File: src/rtl/hazard_controller.sv
// hazard_controller: load-use stall, branch flush and data-memory freeze sequencer for the 5-stage RV32I core.
// Optional `HAZARD_STATS_EN adds o_stall_cycles / o_flush_count event counters.
`timescale 1ns/1ps
module hazard_controller #(
  parameter int MEM_TIMEOUT = 256,
  parameter int TO_W        = 9
) (
  input  logic       i_clk,
  input  logic       i_reset,
  input  logic [4:0] i_ID_rs1_addr,
  input  logic [4:0] i_ID_rs2_addr,
  input  logic       i_ID_rs1_used,
  input  logic       i_ID_rs2_used,
  input  logic [4:0] i_EX_rd_addr,
  input  logic       i_EX_load,
  input  logic       i_EX_br_taken,
  input  logic       i_MEM_mem_req,
  input  logic       i_dmem_ack,
  output logic       o_dmem_req,
  output logic       o_pc_en,
  output logic       o_IF_ID_en,
  output logic       o_IF_ID_flush,
  output logic       o_ID_EX_en,
  output logic       o_ID_EX_flush,
  output logic       o_EX_MEM_en,
  output logic       o_MEM_WB_en,
  output logic       o_mem_timeout
`ifdef HAZARD_STATS_EN
  ,
  output logic [31:0] o_stall_cycles,
  output logic [31:0] o_flush_count
`endif
);

  typedef enum logic [0:0] {
    S_RUN      = 1'b0,
    S_MEM_WAIT = 1'b1
  } state_t;

  localparam logic [TO_W-1:0] CNT_ONE   = TO_W'(1);
  localparam logic [TO_W-1:0] CNT_LIMIT = TO_W'(MEM_TIMEOUT);
  localparam logic [TO_W-1:0] CNT_LAST  = TO_W'(MEM_TIMEOUT - 1);

  state_t            state_r;
  state_t            state_nxt_s;
  logic [TO_W-1:0]   wait_cnt_r;
  logic              timeout_r;
  logic              wait_s;
  logic              lu_s;
  logic              rs1_hit_s;
  logic              rs2_hit_s;

  // A pending access blocks every stage until the memory acknowledges it.
  assign wait_s = ((state_r == S_RUN) & i_MEM_mem_req & ~i_dmem_ack) |
                  ((state_r == S_MEM_WAIT) & ~i_dmem_ack);

  assign rs1_hit_s = i_ID_rs1_used & (i_ID_rs1_addr == i_EX_rd_addr);
  assign rs2_hit_s = i_ID_rs2_used & (i_ID_rs2_addr == i_EX_rd_addr);
  assign lu_s      = i_EX_load & (i_EX_rd_addr != 5'd0) & (rs1_hit_s | rs2_hit_s);

  assign o_mem_timeout = timeout_r;

  // State register.
  always_ff @(posedge i_clk or posedge i_reset) begin
    if (i_reset) begin
      state_r <= S_RUN;
    end else begin
      state_r <= state_nxt_s;
    end
  end

  // Next-state logic: an ack in the request cycle never enters the wait state.
  always_comb begin
    state_nxt_s = state_r;
    case (state_r)
      S_RUN: begin
        if (wait_s) state_nxt_s = S_MEM_WAIT;
        else        state_nxt_s = S_RUN;
      end
      S_MEM_WAIT: begin
        if (i_dmem_ack) state_nxt_s = S_RUN;
        else            state_nxt_s = S_MEM_WAIT;
      end
      default: state_nxt_s = S_RUN;
    endcase
  end

  // Output logic, priority: reset, memory freeze, branch flush, load-use bubble.
  always_comb begin
    o_dmem_req    = 1'b0;
    o_pc_en       = 1'b1;
    o_IF_ID_en    = 1'b1;
    o_IF_ID_flush = 1'b0;
    o_ID_EX_en    = 1'b1;
    o_ID_EX_flush = 1'b0;
    o_EX_MEM_en   = 1'b1;
    o_MEM_WB_en   = 1'b1;
    if (i_reset) begin
      o_pc_en       = 1'b0;
      o_IF_ID_en    = 1'b0;
      o_IF_ID_flush = 1'b1;
      o_ID_EX_en    = 1'b0;
      o_ID_EX_flush = 1'b1;
      o_EX_MEM_en   = 1'b0;
      o_MEM_WB_en   = 1'b0;
    end else begin
      o_dmem_req = ((state_r == S_RUN) & i_MEM_mem_req) | (state_r == S_MEM_WAIT);
      if (wait_s) begin
        o_pc_en     = 1'b0;
        o_IF_ID_en  = 1'b0;
        o_ID_EX_en  = 1'b0;
        o_EX_MEM_en = 1'b0;
        o_MEM_WB_en = 1'b0;
      end else if (i_EX_br_taken) begin
        // The instruction in ID is wrong-path, so a pending load-use is moot.
        o_IF_ID_flush = 1'b1;
        o_ID_EX_flush = 1'b1;
      end else if (lu_s) begin
        o_pc_en       = 1'b0;
        o_IF_ID_en    = 1'b0;
        o_ID_EX_flush = 1'b1;
      end else begin
        o_IF_ID_flush = 1'b0;
      end
    end
  end

  // Wait-cycle counter and sticky timeout flag; timeout does not end the handshake.
  always_ff @(posedge i_clk or posedge i_reset) begin
    if (i_reset) begin
      wait_cnt_r <= {TO_W{1'b0}};
      timeout_r  <= 1'b0;
    end else if (state_r == S_MEM_WAIT) begin
      if (wait_cnt_r < CNT_LIMIT) begin
        wait_cnt_r <= wait_cnt_r + CNT_ONE;
      end
      if (wait_cnt_r >= CNT_LAST) begin
        timeout_r <= 1'b1;
      end
    end else begin
      wait_cnt_r <= {TO_W{1'b0}};
    end
  end

`ifdef HAZARD_STATS_EN
  logic [31:0] stall_cnt_r;
  logic [31:0] flush_cnt_r;

  // Event counters; natural 32-bit wrap.
  always_ff @(posedge i_clk or posedge i_reset) begin
    if (i_reset) begin
      stall_cnt_r <= 32'd0;
      flush_cnt_r <= 32'd0;
    end else begin
      if (wait_s | lu_s) begin
        stall_cnt_r <= stall_cnt_r + 32'd1;
      end
      if (i_EX_br_taken & ~wait_s) begin
        flush_cnt_r <= flush_cnt_r + 32'd1;
      end
    end
  end

  assign o_stall_cycles = stall_cnt_r;
  assign o_flush_count  = flush_cnt_r;
`endif

endmodule
File: config.mk
export PLATFORM = sky130hd
export DESIGN_NAME = hazard_controller
export DESIGN_NICKNAME = d
export VERILOG_FILES = /design/src/rtl/hazard_controller.sv
export SDC_FILE = /design/constraint.sdc
export NUM_CORES = 1
export LEC_CHECK = 0
export CORE_MARGIN = 2
export CORE_UTILIZATION = 41
export DETAILED_ROUTE_END_ITERATION = 8
export PLACE_DENSITY = 0.83
export SYNTH_ARGS = -nofsm -noshare
export SYNTH_HDL_FRONTEND = slang
export SYNTH_SLANG_ARGS = --single-unit
File: constraint.sdc
create_clock -name i_clk -period 1.65 [get_ports i_clk]
set_input_delay 0.2475 -clock i_clk [delete_from_list [all_inputs] [get_ports i_clk]]
set_output_delay 0.2475 -clock i_clk [all_outputs]
set_load 0.005 [all_outputs]
### After elaboration in Yosys (flattened, before gate mapping)

Index checks and enable logic that the tools add are counted.

| storage, ports and cells | value |
|---|---|
| register bits | 11 |
| bits of input ports | 23 |
| output and inout bits | 9 |
| logic and storage cells | 42 |

| cells by class | value |
|---|---|
| add/subtract/negate cells | 1 |
| magnitude comparators | 2 |
| eq/ne operators | 3 |
| multiplexer cells | 19 |
| bitwise gates (word level) | 12 |
| reductions and logical operators | 2 |

Operator list:

| cell | number |
|---|---|
| $mux 9 | 2 |
| $mux 1 | 16 |
| $eq 5x5->1 | 2 |
| $add 9x1->9 const B | 1 |
| $ge 9x8->1 const B | 1 |
| $lt 9x9->1 const B | 1 |
| $and 1x1->1 | 7 |
| $reduce_bool 5->1 | 1 |
| $or 1x1->1 | 3 |
| $ne 2x1->1 const B | 1 |
| $not 1->1 | 2 |
| $pmux 1 s2 | 1 |
| $reduce_and 2->1 | 1 |

### Logic depth before layout (Yosys ltp)

Gate-level depths: netlist of run 1.

| logic depth | value |
|---|---|
| depth after elaboration | 8 |
| mapped depth | 7 |
| mapped depth without buffers | 7 |

### Worst setup path before layout of run 1

Ideal clock, no wire load.

| timing | value |
|---|---|
| kind | input -> output |
| start | in i_EX_rd_addr[3] |
| end | out o_pc_en |
| arrival | 1.244 ns |
| data required time | 1.402 ns |
| slack | 0.158 ns |
| stages on the path | 5 |
| path buffers | 1 |
| cell sequence | xor2_1 -> nor4_2 -> a32oi_1 -> o31a_1 -> buf_4 |

| between the ends | value |
|---|---|
| cells in the longest elaborated chain, start to end | 8 |
| elaborated cells on any way between the ends | 12 |
| those cells by class | 2 x eq/ne; 4 x mux; 5 x bitwise; 1 x reduce/logical |

RTL lines:

| element | RTL line | RTL |
|---|---|---|
| start: declaration | 14 | `input logic [4:0] i_EX_rd_addr,` |
| $eq 5x5->1, on equally long branches | 57, 58 |  |
| $and 1x1->1, on equally long branches | 57, 58 |  |
| $or 1x1->1 | 59 | `assign lu_s = i_EX_load & (i_EX_rd_addr != 5'd0) & (rs1_hit_s \| rs2_hit_s);` |
| $and 1x1->1 * | 59 |  |
| $mux 1 * (4 in series) | - |  |
| end: declaration | 20 | `output logic o_pc_en,` |

Every way passes the cells marked *; elsewhere a longest branch is shown, timed or not.

### Worst setup path in the final report of run 1

| timing | value |
|---|---|
| start | in i_EX_rd_addr[2] |
| end | out o_ID_EX_flush |

| between the ends | value |
|---|---|
| cells in the longest elaborated chain, start to end | 8 |
| elaborated cells on any way between the ends | 12 |
| those cells by class | 2 x eq/ne; 4 x mux; 5 x bitwise; 1 x reduce/logical |

RTL lines:

| element | RTL line | RTL |
|---|---|---|
| $eq 5x5->1, on equally long branches | 57, 58 |  |
| $and 1x1->1, on equally long branches | 57, 58 |  |
| $or 1x1->1 | 59 |  |
| $and 1x1->1 * | 59 |  |
| $mux 1 * | 118 | `end else if (lu_s) begin` |
| $mux 1 * | 114 | `end else if (i_EX_br_taken) begin` |
| $mux 1 * | 108 | `if (wait_s) begin` |
| $mux 1 * | 98 | `if (i_reset) begin` |
| end: declaration | 24 | `output logic o_ID_EX_flush,` |

Marks and branches as above.

==> results of run 1 <==
[layer usage]
| metal | GRT usage (%) | vias to the layer above |
|---|---|---|
| li1 | - | 345 |
| met1 | 22.80 | 325 |
| met2 | 32.22 | 32 |
| met3 | 5.490 | 6 |
| met4 | 8.000 | 0 |
| met5 | 0 | - |
[registers in the layout, summed over array words and instances, names as in the netlist]
name	count
wait_cnt_r	9
o_mem_timeout	1
state_r	1
[stage by stage]
stage	std cells	hold slack [ps]	TNS, ps
after floorplan	76	123.0	0
after global placement	134	447.2	-3132
after detailed placement	134	454.6	-3236
after CTS	144	395.0	-193.8
after global routing	144	167.1	-544.6
final	144	142.6	-308.3
[cells in the mapped netlist]
cell,n
xor2_1,9
o31a_1,1
a32oi_1,1
or2_2,1
a21boi_0,3
and2_0,1
nand4_1,2
o21ai_0,4
nand3_1,1
nor4_1,1
and2_1,5
inv_1,3
nor4_2,1
xnor2_1,6
nor2_1,6
buf_4,3
mux2i_1,1
nand2_1,4
o311ai_2,1
a21o_1,1
or4_1,1
clkbuf_1,1
o21ai_2,1
nor4b_1,1
nor2b_1,1
nand2b_4,1
or3_1,2
dfrtp_1,11
ha_1,2
[logic make-up (layout without fill, tap and decap cells)]
kind of cell | Yosys count | in the layout | synth area share (%)
and+or+nand+nor | 28 | 28 | 22.54
xor gates and xnor gates | 15 | 15 | 17.80
AOI/OAI and AO/OA | 12 | 12 | 12.54
muxes | 1 | 1 | 1.356
adders and majority gates | 2 | 2 | 3.389
buffers and inverters | 7 | 50 | 5.084
DFF | 11 | 11 | 37.29
[power by group]
group | internal (mW) | total, mW | switching, mW
Sequential | 0.275 | 0.280 | 0.00525
Combinational | 0.106 | 0.185 | 0.0788
Clock | 0.0936 | 0.184 | 0.0906
Total | 0.475 | 0.649 | 0.175
[what timing repair did]
item                                    in CTS  in global routing
endpoints found under the setup margin       7                  7
endpoints found under the hold margin        0                  0
pin swaps                                   17                  9
resized for setup                           78                 19
buffers inserted                             7                  1
cloned                                       0                  0
[final cells by class]
cell class | instances | share of cell area, %
inverter | 3 | 0.9504
sequential | 11 | 23.23
clock buffer | 4 | 2.218
tap | 25 | 2.640
multi-input combinational | 58 | 41.71
timing repair buffer | 43 | 29.25
[worst reg2reg max path: cells and delay by family, from the launching register on]
kind,cells,cell delay [ps]
adder cells (fa/ha/maj),1,230
AO/OA/AOI/OAI,1,200
AND/OR/NAND/NOR,3,580
flip-flops,1,400
[worst max-delay path by stage]
stage,from,to,cells past startpoint
floorplan,i_EX_rd_addr[3],o_pc_en,5
global placement,i_EX_rd_addr[3],o_ID_EX_flush,6
detailed placement,i_EX_rd_addr[3],o_ID_EX_flush,6
CTS,state_r,o_ID_EX_flush,6
global route,i_EX_rd_addr[1],o_ID_EX_flush,7
finish,i_EX_rd_addr[2],o_ID_EX_flush,7
==> impl_metrics.py, run 1 <==
metrics = {
    "synthesis": {
        "syn_area_um2": 738.2,
        "ys_seq_elements": 11,
        "synth_cell_type_count": 29,
        "synth_fp_nets": 101,
        "synthDominantCellAreaShare_pct": 37.29,
        "synth.avg_cell_area_um2": 9.713,
        "synth_top_area_cell": "dfrtp_1",
        "synth-seq-area-share_pct": 37.29,
        "netlist_instances": 76,
        "synth_area_leaders": "dfrtp_1 (37%), xor2_1 (11%), xnor2_1 (7.1%)",
        "yosys_warnings": 0,
    },
    "placed_design": {
        "io_buffers": 31,
        "dpl_cell_area_um2": 1099,
        "dpl.hpwl_mm": 1.352,
        "dpl_worst_slack_ps": -760.8,
        "gp_congestion": 0.7398,
    },
    "layout": {
        "nets": 145,
        "final_cell_mix": "buf_2 (12), dfrtp_1 (11), buf_4 (10), xor2_1 (8), clkdlybuf4s50_1 (7)",
        "fin_area_um2": 1185,
        "multi_input_area_um2": 494.2,
        "num_antenna_cells": 0,
        "final_common_cell": "buf_2",
        "fin_util_pct": 69.38,
        "drive_above_1_share_pct": 39.50,
        "fill_cells": 134,
        "area.sequential_um2": 275.3,
        "synthToLayoutAreaGrowth_pct": 60.51,
    },
    "outcome": {
        "status": "finished, violations left",
        "violations": "setup timing",
    },
    "floorplan": {
        "dieArea_um2": 2156,
        "core_um2": 1708,
        "die_h_um": 46.43,
        "start_util_pct": 43.22,
        "die_w_um": 46.43,
        "ioPinCount": 32,
        "core.rowCount": 15,
    },
    "sta": {
        "fin_ws_ps": -152.3,
        "period_share_pct": 109.2,
        "rsz0062_at_grt": "yes",
        "final.min_clock_period_ps": 1802,
        "fin_worst_skew_ps": 2.482,
        "relSlewSlack_pct": 77.22,
        "finalHoldViolCount": 0,
        "setup_viol": 3,
        "slew_violations": 0,
        "worst_pin_slew_ps": 336.9,
        "timing.fmax_mhz": 554.8,
    },
    "grt": {
        "grt_pass1_vias": 718,
        "grt_start_max_net_pins": 12,
        "antenna_found_initial": 0,
        "grt_pass1_wl_mm": 2.973,
        "grtUsageTotal_pct": 19.26,
        "grt_overflow": 0,
    },
    "worst_setup_path": {
        "arrival_ps": 1550,
        "path_cells": "buf_2 -> xor2_1 -> nor4_2 -> a32oi_1 -> buf_4 -> o311ai_4 -> buf_2",
        "crit_slowest_cell": "o311ai_4",
        "rrSetupSlack_ps": 150,
        "path_delay_family": "buffers and inverters",
        "cp.required_ps": 1400,
        "end_kind": "output pin",
        "r2r-start": "wait_cnt_r[3]",
        "cpPeakStageDelay_ps": 280,
        "path_class": "in2out",
        "crit_top_cell": "buf_2",
        "critPathMaxFanout": 3,
        "r2r_cells": 5,
        "start_kind": "input port",
        "r2r_end": "wait_cnt_r[8]",
        "cp.buffers_inverters": 3,
    },
    "drt": {
        "top_layer": "met4",
        "drt_iter0_drc": 11,
        "route.detailed.drc": 0,
        "met1Wirelength_um": 770,
        "met3_length_um": 144,
        "totalWireLength_mm": 1.895,
        "wl_met2_um": 950,
        "ant_nets": 0,
        "dr_total_vias": 708,
        "first_pass_iters": 4,
        "wl_per_cell_um": 13.16,
        "viasPerCell": 4.917,
    },
    "clocking": {
        "cts_made_buffers": 3,
        "root_buffer": "clkbuf_4",
        "clk_latency_ps": 270,
        "htree_levels": 1,
        "hold_buffers": 0,
        "clock_sinks": 11,
        "cts_tree": "yes",
        "cts_max_path_buffers": 2,
        "path_clk_slew_ps": 70,
    },
    "power": {
        "p_total_uw": 649.4,
        "leakage_nw": 0.5526,
        "peakVddDrop_uv": 312.3,
        "power_density_nw_per_um2": 548.0,
    },
    "job": {
        "drv_cap": 0,
    },
    "min_path": {
        "hold_class": "in2async",
    },
}
No activity file was read; power rests on OpenSTA's default activity.
==> run 2, diff against run 1 <==
--- a/config.mk
+++ b/config.mk
@@ -8,7 +8,9 @@
 export CORE_MARGIN = 2
 export CORE_UTILIZATION = 41
 export DETAILED_ROUTE_END_ITERATION = 8
+export GPL_TIMING_DRIVEN = 0
 export PLACE_DENSITY = 0.83
+export SKIP_CTS_REPAIR_TIMING = 1
 export SYNTH_ARGS = -nofsm -noshare
 export SYNTH_HDL_FRONTEND = slang
 export SYNTH_SLANG_ARGS = --single-unit
==> run 2 against run 1 <==
Die area did not move. Combinational power hardly changed. The run still ends with setup timing left. Cell area rose by 4.8%. Fmax grew 0.14%. Clock power fell by 3%. Count of clock-buffer cells in the layout stayed put. Utilization grew 3.3 points. Via count shrank 2.8%. Total power down 1.0%. Wire length fell by 4.4%. Flip-flop and latch count is the same.
==> impl_metrics.py, run 2 (synthesized netlist as in run 1, its figures left out) <==
metrics = {
    "floorplan": {
        "ioPinCount": 32,
        "die_w_um": 46.43,
        "die_h_um": 46.43,
        "core.rowCount": 15,
        "core_um2": 1708,
        "start_util_pct": 43.22,
        "dieArea_um2": 2156,
    },
    "drt": {
        "route.detailed.drc": 0,
        "totalWireLength_mm": 1.811,
        "ant_nets": 0,
        "first_pass_iters": 4,
        "drt_iter0_drc": 10,
        "viasPerCell": 4.879,
        "dr_total_vias": 688,
        "wl_per_cell_um": 12.84,
    },
    "power": {
        "combPwrFrac_pct": 28.4,
        "p_sw_share_pct": 26.14,
        "power_density_nw_per_um2": 517.9,
        "leakage_nw": 0.6496,
        "p_sw_uw": 168.0,
        "p_seq_share_pct": 43.7,
        "peakVddDrop_uv": 345.6,
        "p_total_uw": 642.9,
        "p_clk_share_pct": 27.9,
        "power.internal_uw": 474.8,
    },
    "layout": {
        "top_register": "wait_cnt_r",
        "synthToLayoutAreaGrowth_pct": 68.14,
        "final_common_cell": "dlymetal6s2s_1",
        "fin_util_pct": 72.67,
        "num_antenna_cells": 0,
        "final_cell_mix": "dlymetal6s2s_1 (15), dfrtp_1 (11), xor2_1 (7), clkdlybuf4s50_1 (7)",
        "nets": 142,
        "largest_reg_flops": 9,
        "drive_above_1_share_pct": 30.17,
    },
    "grt": {
        "grt_pass1_vias": 600,
        "grt_pass1_wl_mm": 2.214,
        "grt_start_max_net_pins": 14,
        "grtUsageTotal_pct": 14.64,
        "grt_overflow": 0,
        "antenna_found_initial": 0,
    },
    "outcome": {
        "status": "finished, violations left",
        "violations": "setup timing",
    },
    "min_path": {
        "hold_class": "in2async",
    },
    "sta": {
        "holdWs_ps": 150.3,
        "rsz0062_at_grt": "yes",
        "finalHoldViolCount": 0,
        "fin_worst_skew_ps": 3.647,
        "worst_pin_slew_ps": 375.7,
        "fin_ws_ps": -149.7,
        "period_share_pct": 109.1,
        "final.min_clock_period_ps": 1800,
        "timing.fmax_mhz": 555.6,
        "relSlewSlack_pct": 74.60,
        "setup_viol": 3,
        "slew_violations": 0,
    },
    "clocking": {
        "htree_levels": 1,
        "clock_sinks": 11,
        "clk_latency_ps": 270,
        "cts_max_path_buffers": 2,
        "root_buffer": "clkbuf_4",
        "cts_made_buffers": 3,
        "path_clk_slew_ps": 70,
        "cts_tree": "yes",
    },
    "worst_setup_path": {
        "end_kind": "output pin",
        "cp.required_ps": 1400,
        "critPathMaxFanout": 2,
        "start_kind": "input port",
        "path_class": "in2out",
        "arrival_ps": 1550,
    },
    "placed_design": {
        "io_buffers": 31,
        "gp_congestion": 0.8330,
        "dpl.hpwl_mm": 1.163,
    },
    "job": {
        "drv_cap": 0,
    },
}
[run 2: worst max-delay path, cell delays in order]
cell and delay [ps]:
clkdlybuf4s50_1 520, xnor2_2 140, a32oi_2 130, o31a_1 270, buf_4 140, buf_6 100
[run 2: power by group through the flow]
stage          registers (mW)  clock network, mW  logic [mW]
2_1_floorplan           0.284                  0      0.0623
3_3_place_gp            0.285                  0       0.155
3_5_place_dp            0.285                  0       0.158
4_1_cts                 0.280              0.188       0.159
5_1_grt                 0.281              0.204       0.195
6_report                0.281              0.179       0.182
[run 2: per-layer routing]
layer	vias up	part of all wire, %	track usage, %
met1	314	41	17.70
met4	0	1.6	6.857
met2	28	50	24.44
li1	342	-	-
met5	-	0	0
met3	4	6.5	3.137
[run 2: worst paths after layout]
path	from	to	slack, ps	depth (start not counted)
min in group i_clk	i_MEM_mem_req	state_r	380	3
setup reg to reg	wait_cnt_r[0]	o_mem_timeout	200	7
setup / recovery	i_ID_rs1_addr[0]	o_pc_en	-150	6
hold / removal	i_reset	wait_cnt_r[2]	150	3
max in group asynchronous	i_reset	state_r	1010	3
hold reg to reg	o_mem_timeout	o_mem_timeout	470	1
[run 2: layout make-up]
type,instances,area (µm²)
inverters,3,15.01
repair buffers,36,367.9
fillers,120,466.7
multi-input cells,58,499.2
well taps,25,31.28
clock buffers,4,26.28
plain buffers,4,26.28
flip-flops and latches,11,275.3
[run 2: metrics by stage]
stage / cells / cell area [µm²] / worst slack (ps) / TNS [ps]
final: 141 / 1241 / -149.7 / -314.5
after global routing: 141 / 1241 / -202.0 / -465.0
after CTS: 136 / 1106 / -887.5 / -3845
after detailed placement: 132 / 1080 / -881.3 / -3706
after global placement: 132 / 1080 / -843.8 / -3602
after floorplan: 76 / 738.2 / 158.1 / 0
==> run 3, diff against run 2 <==
--- a/config.mk
+++ b/config.mk
@@ -5,11 +5,13 @@
 export SDC_FILE = /design/constraint.sdc
 export NUM_CORES = 1
 export LEC_CHECK = 0
+export CELL_PAD_IN_SITES_DETAIL_PLACEMENT = 1
+export CELL_PAD_IN_SITES_GLOBAL_PLACEMENT = 2
 export CORE_MARGIN = 2
-export CORE_UTILIZATION = 41
+export CORE_UTILIZATION = 23
 export DETAILED_ROUTE_END_ITERATION = 8
 export GPL_TIMING_DRIVEN = 0
-export PLACE_DENSITY = 0.83
+export PLACE_DENSITY = 0.81
 export SKIP_CTS_REPAIR_TIMING = 1
 export SYNTH_ARGS = -nofsm -noshare
 export SYNTH_HDL_FRONTEND = slang
==> run 3 against run 2 <==
The run still ends with setup timing left. First-iteration DRC count fell by 10%. Utilization is 31 points lower. Critical path depth is 1 higher. Critical path type unchanged. Final cell count up 14%. Clock skew shrank 1.7 ps. Total power increased by 1.1%. Wire length rose by 14%. Non-clock buffer count grew 1. Clock power grew 5%. Cell area is 1.4% higher. Worst setup slack better by 8.4 ps. Fmax grew 0.47%.
==> impl_metrics.py, run 3 (synthesized netlist as in run 1, its figures left out) <==
metrics = {
    "floorplan": {
        "core.rowCount": 20,
        "ioPinCount": 32,
        "start_util_pct": 24.18,
        "die_h_um": 60.66,
        "die_w_um": 60.66,
        "core_um2": 3053,
        "dieArea_um2": 3679,
    },
    "worst_setup_path": {
        "startpoint": "i_ID_rs1_addr[3]",
        "end_kind": "output pin",
        "critPathMaxFanout": 2,
        "arrival_ps": 1540,
        "r2r-start": "wait_cnt_r[3]",
        "cpPeakStageDelay_ps": 350,
        "path_class": "in2out",
        "crit_top_cell": "buf_6",
        "start_kind": "input port",
        "cp.buffers_inverters": 3,
        "path_delay_family": "compound AO/OA/AOI/OAI gates",
        "path_cells": "buf_6 -> xor2_2 -> nor4_2 -> a32oi_1 -> o31a_1 -> buf_4 -> buf_6",
        "cp.required_ps": 1400,
        "crit_slowest_cell": "o31a_1",
    },
    "sta": {
        "rsz0062_at_grt": "yes",
        "timing.fmax_mhz": 558.2,
        "fin_worst_skew_ps": 1.989,
        "slew_violations": 0,
        "setup_viol": 3,
        "finalHoldViolCount": 0,
        "holdWs_ps": 76.76,
        "period_share_pct": 108.6,
        "worst_pin_slew_ps": 356.8,
        "fin_ws_ps": -141.4,
        "relSlewSlack_pct": 75.88,
        "final.min_clock_period_ps": 1791,
    },
    "clocking": {
        "cts_max_path_buffers": 2,
        "clock_sinks": 11,
        "path_clk_slew_ps": 70,
        "clk_latency_ps": 270,
        "cts_made_buffers": 3,
        "htree_levels": 1,
        "cts_tree": "yes",
        "root_buffer": "clkbuf_4",
    },
    "drt": {
        "route.detailed.drc": 0,
        "viasPerCell": 4.317,
        "ant_nets": 0,
        "drt_iter0_drc": 9,
        "wl_per_cell_um": 12.80,
        "dr_total_vias": 695,
        "first_pass_iters": 2,
        "totalWireLength_mm": 2.060,
    },
    "power": {
        "leakage_nw": 0.6349,
        "p_sw_share_pct": 26.87,
        "power_density_nw_per_um2": 516.4,
        "p_seq_share_pct": 43.1,
        "peakVddDrop_uv": 175.2,
        "power.internal_uw": 475.4,
        "combPwrFrac_pct": 28.0,
        "p_clk_share_pct": 28.9,
        "p_sw_uw": 174.6,
    },
    "placed_design": {
        "dpl_worst_slack_ps": -865.7,
        "dp_cells": 151,
        "io_buffers": 31,
        "gp_congestion": 0.6638,
        "dpl.hpwl_mm": 1.523,
    },
    "grt": {
        "grt_pass1_wl_mm": 3.153,
        "grt_overflow": 0,
        "grt_start_max_net_pins": 14,
        "grtUsageTotal_pct": 11.68,
        "grt_pass1_vias": 758,
        "antenna_found_initial": 0,
    },
    "layout": {
        "final_cell_mix": "dlymetal6s2s_1 (14), dfrtp_1 (11), buf_4 (8), clkdlybuf4s50_1 (7)",
        "nets": 143,
        "fill_cells": 370,
        "fin_cells": 161,
        "final_common_cell": "dlymetal6s2s_1",
        "drive_above_1_share_pct": 32.48,
        "synthToLayoutAreaGrowth_pct": 70.51,
        "top_register": "wait_cnt_r",
        "num_antenna_cells": 0,
        "largest_reg_flops": 9,
    },
    "job": {
        "drv_cap": 0,
    },
    "outcome": {
        "violations": "setup timing",
        "status": "finished, violations left",
    },
    "min_path": {
        "hold_class": "in2async",
    },
}
run 3: layout make-up:
type                    instances  area (µm²)  share of cell area (%)
clock buffers                   4       26.28                   2.087
inverters                       3       15.01                   1.193
well taps                      44       55.05                   4.374
plain buffers                   4       26.28                   2.087
flip-flops and latches         11       275.3                   21.87
multi-input cells              58       491.7                   39.07
repair buffers                 37       369.1                   29.32
run 3: power by group through the flow:
stage / Combinational [mW] / Sequential (mW) / Clock [mW]
after floorplan: 0.0623 / 0.284 / 0
after global placement: 0.158 / 0.284 / 0
after detailed placement: 0.162 / 0.285 / 0
after CTS: 0.163 / 0.279 / 0.199
after global routing: 0.197 / 0.281 / 0.211
final: 0.182 / 0.280 / 0.188
run 3: final timing paths:
check | end | slack, ps | depth (start not counted)
min in group i_clk | state_r | 350 | 3
max in group asynchronous | o_mem_timeout | 1420 | 3
worst min-delay path | wait_cnt_r[2] | 80 | 3
worst max-delay path | o_pc_en | -140 | 7
worst min register to register | o_mem_timeout | 450 | 1
worst max register to register | wait_cnt_r[8] | 160 | 5
run 3: routing by layer:
metal	vias to the layer above	track usage [%]	routed length (µm)
met1	330	10.84	713
met5	-	0	0
met2	25	23.66	1180
met3	3	2.345	129
li1	337	-	-
met4	0	5.590	36
run 3: worst min-delay path, cell delays in order:
cell and delay [ps]:
dlymetal6s2s_1 190, clkinvlp_4 120, buf_4 120
run 3: stage by stage:
stage                     util (%)  total power [mW]  TNS, ps  cell area (µm²)
after floorplan                  -            0.3460        0            738.2
after detailed placement     36.15            0.4465    -3765             1104
after global placement       36.15            0.4427    -3765             1104
final                        41.23            0.6500   -216.0             1259
after global routing         41.23            0.6894   -348.1             1259
after CTS                    37.01            0.6415    -3909             1130
==> RTL edit: new RTL, settings of run 3 <==
`TO_W`: 9 -> 11.
--- a/src/rtl/hazard_controller.sv
+++ b/src/rtl/hazard_controller.sv
@@ -3,7 +3,7 @@
 `timescale 1ns/1ps
 module hazard_controller #(
   parameter int MEM_TIMEOUT = 256,
-  parameter int TO_W        = 9
+  parameter int TO_W        = 11
 ) (
   input  logic       i_clk,
   input  logic       i_reset,
Behaviour: same outputs for any inputs over 10 cycles, from zero or initial values and one cycle with i_reset high; that may be too few to reach the edited logic, so the function may still have changed.
==> RTL edit against run 3 <==
The flow still finishes with violations (setup timing); wire length increased by 3.1%; final area grew 5.4%; final cell count grew 2.5%; sequential cell count increased by 2; total power is 10% higher; worst setup slack got worse by 48 ps; synthesized area rose by 7.6%; global-route usage fell by 1.2 points; critical path type unchanged; critical endpoint is now o_IF_ID_en.
==> RTL edit: results (changes against run 3) <==
| Metric | Value |
|---|---|
| Outcome | finished with violations |
| Violated checks | setup timing |
| Top cells by count, synth | dfrtp_1 (13), and2_1 (9), xor2_1 (9), xnor2_1 (8), nor2_1 (5) |
| First-pass GRT wire length | 3280 um (+4.2%) |
| Vias | 716 (+3.0%) |
| Net Switching | 0.193 mW (+10%) |
| CTS clk-pin slew, worst paths | 90 ps (+20 ps) |
| Nets | 144 (+0.70%) |
| Seq/Total Area, Yosys | 40.9% (+3.7 points) |
| DRT iter0 DRCs | 24 (+15) |
| Max reg flops | 11 (+2) |
| Placed cell area | 1160 um^2 (+5.3%) |
| Vias in the first global route | 804 (+6.1%) |
| Crit Reg-Reg Endpoint | wait_cnt_r[5] |
| CP Launch Point | i_EX_rd_addr[2] |
| Leak | 0.705 nW (+11%) |
| Worst r2r src | wait_cnt_r[10] |
| Final HPWL DP | 1600 um (+5.1%) |
| Sequential cell area | 325 um^2 (+18%) |
| Syn Nets | 102 (+0.99%) |
| Area contributors post-synth | dfrtp_1 (41%), xor2_1 (9.9%), xnor2_1 (8.8%), and2_1 (7.1%), nand4_1 (3.1%) |
| Least-Margin Pin Slew | 403 ps (+46.0 ps) |
| Final wirelength | 2120 um (+3.1%) |
| Worst slack, placed | -888 ps (-22.3 ps) |
| Crit path DAT | 1590 ps (+50 ps) |
| Final setup viols | 4 (+1) |
| CP max FO | 3 (+1) |
| Yosys reg bits | 13 (+2) |
| Slowest cell on the critical path | o31a_1 |
| Final WS setup | -189 ps (-47.9 ps) |
| Hold Crit Class | in -> async |
| WL/cell | 12.9 um (+0.61%) |
| Worst Skew | 7.49 ps (+5.50 ps) |
| Sequential power | 0.330 mW (+18%) |
| Non-clk invs | 1 (-2) |
| Comb_multi_in | 60 (+3.4%) |
| R2R Setup Slk | 240 ps (+80 ps) |
| Multi-input combinational cell area | 500 um^2 (+1.8%) |
| Gp weighted congestion | 0.709 (+6.8%) |
| Max VDD drop | 191 uV (+8.9%) |
| Non-clk buf share | 30.8% (-0.66 points) |
| Ant. Diodes | 0 (unchanged) |
| Clk_lat worst skew | 280 ps |
| Total Power | 0.717 mW (+10%) |
| DRT Pass-1 Iters | 4 (+2) |
| Die area | 3940 um^2 (+7.1%) |
| Fill count | 394 (+6.5%) |
| Total GRT Usage | 10.4% (-1.2 points) |
| Largest net degree at the start of global routing | 16 (+2) |
| Area Growth Syn to Fin | 66.9% |
| Hold_ws | 103 ps (+26.0 ps) |
| Clock-cell share | 2.08% (-0.012 points) |
| Crit path to | o_IF_ID_en |
| Setup TNS | -690 ps (-474 ps) |
| Mean Syn Cell Area | 10.2 um^2 (+4.9%) |
| Reg2Reg Depth | 4 (-1) |
| DP Cell Count | 155 (+2.6%) |
[RTL edit: cell count changes after synthesis, moves of 2 or more]
| cell | run 3 | this run |
|---|---|---|
| inv_1 | 3 | 1 |
| and3_1 | 0 | 2 |
| or3_1 | 2 | 0 |
| dfrtp_1 | 11 | 13 |
| nand4_1 | 2 | 4 |
| a21boi_0 | 3 | 0 |
| and2_1 | 5 | 9 |
| o21ai_0 | 4 | 2 |
| xnor2_1 | 6 | 8 |
[RTL edit: cells by family after synthesis]
group / count (synthesis) / share of synthesized area, %
AOI/OAI and AO/OA: 9 / 9.45
buffers and inverters: 5 / 3.78
adders and majority gates: 1 / 1.57
xor gates and xnor gates: 17 / 18.7
and+or+nand+nor: 32 / 24.3
muxes: 1 / 1.26
DFF: 13 / 40.9
[RTL edit: routing by layer]
metal  wire, um  track usage, %
met5          0               0
met1        818            10.7
met4          0           0.833
met2       1100            19.6
met3        205            5.23
[RTL edit: tightest hold or removal path, stage by stage]
cell,delay [ps]
dlymetal6s2s_1,190
clkinvlp_4,100
buf_4,220
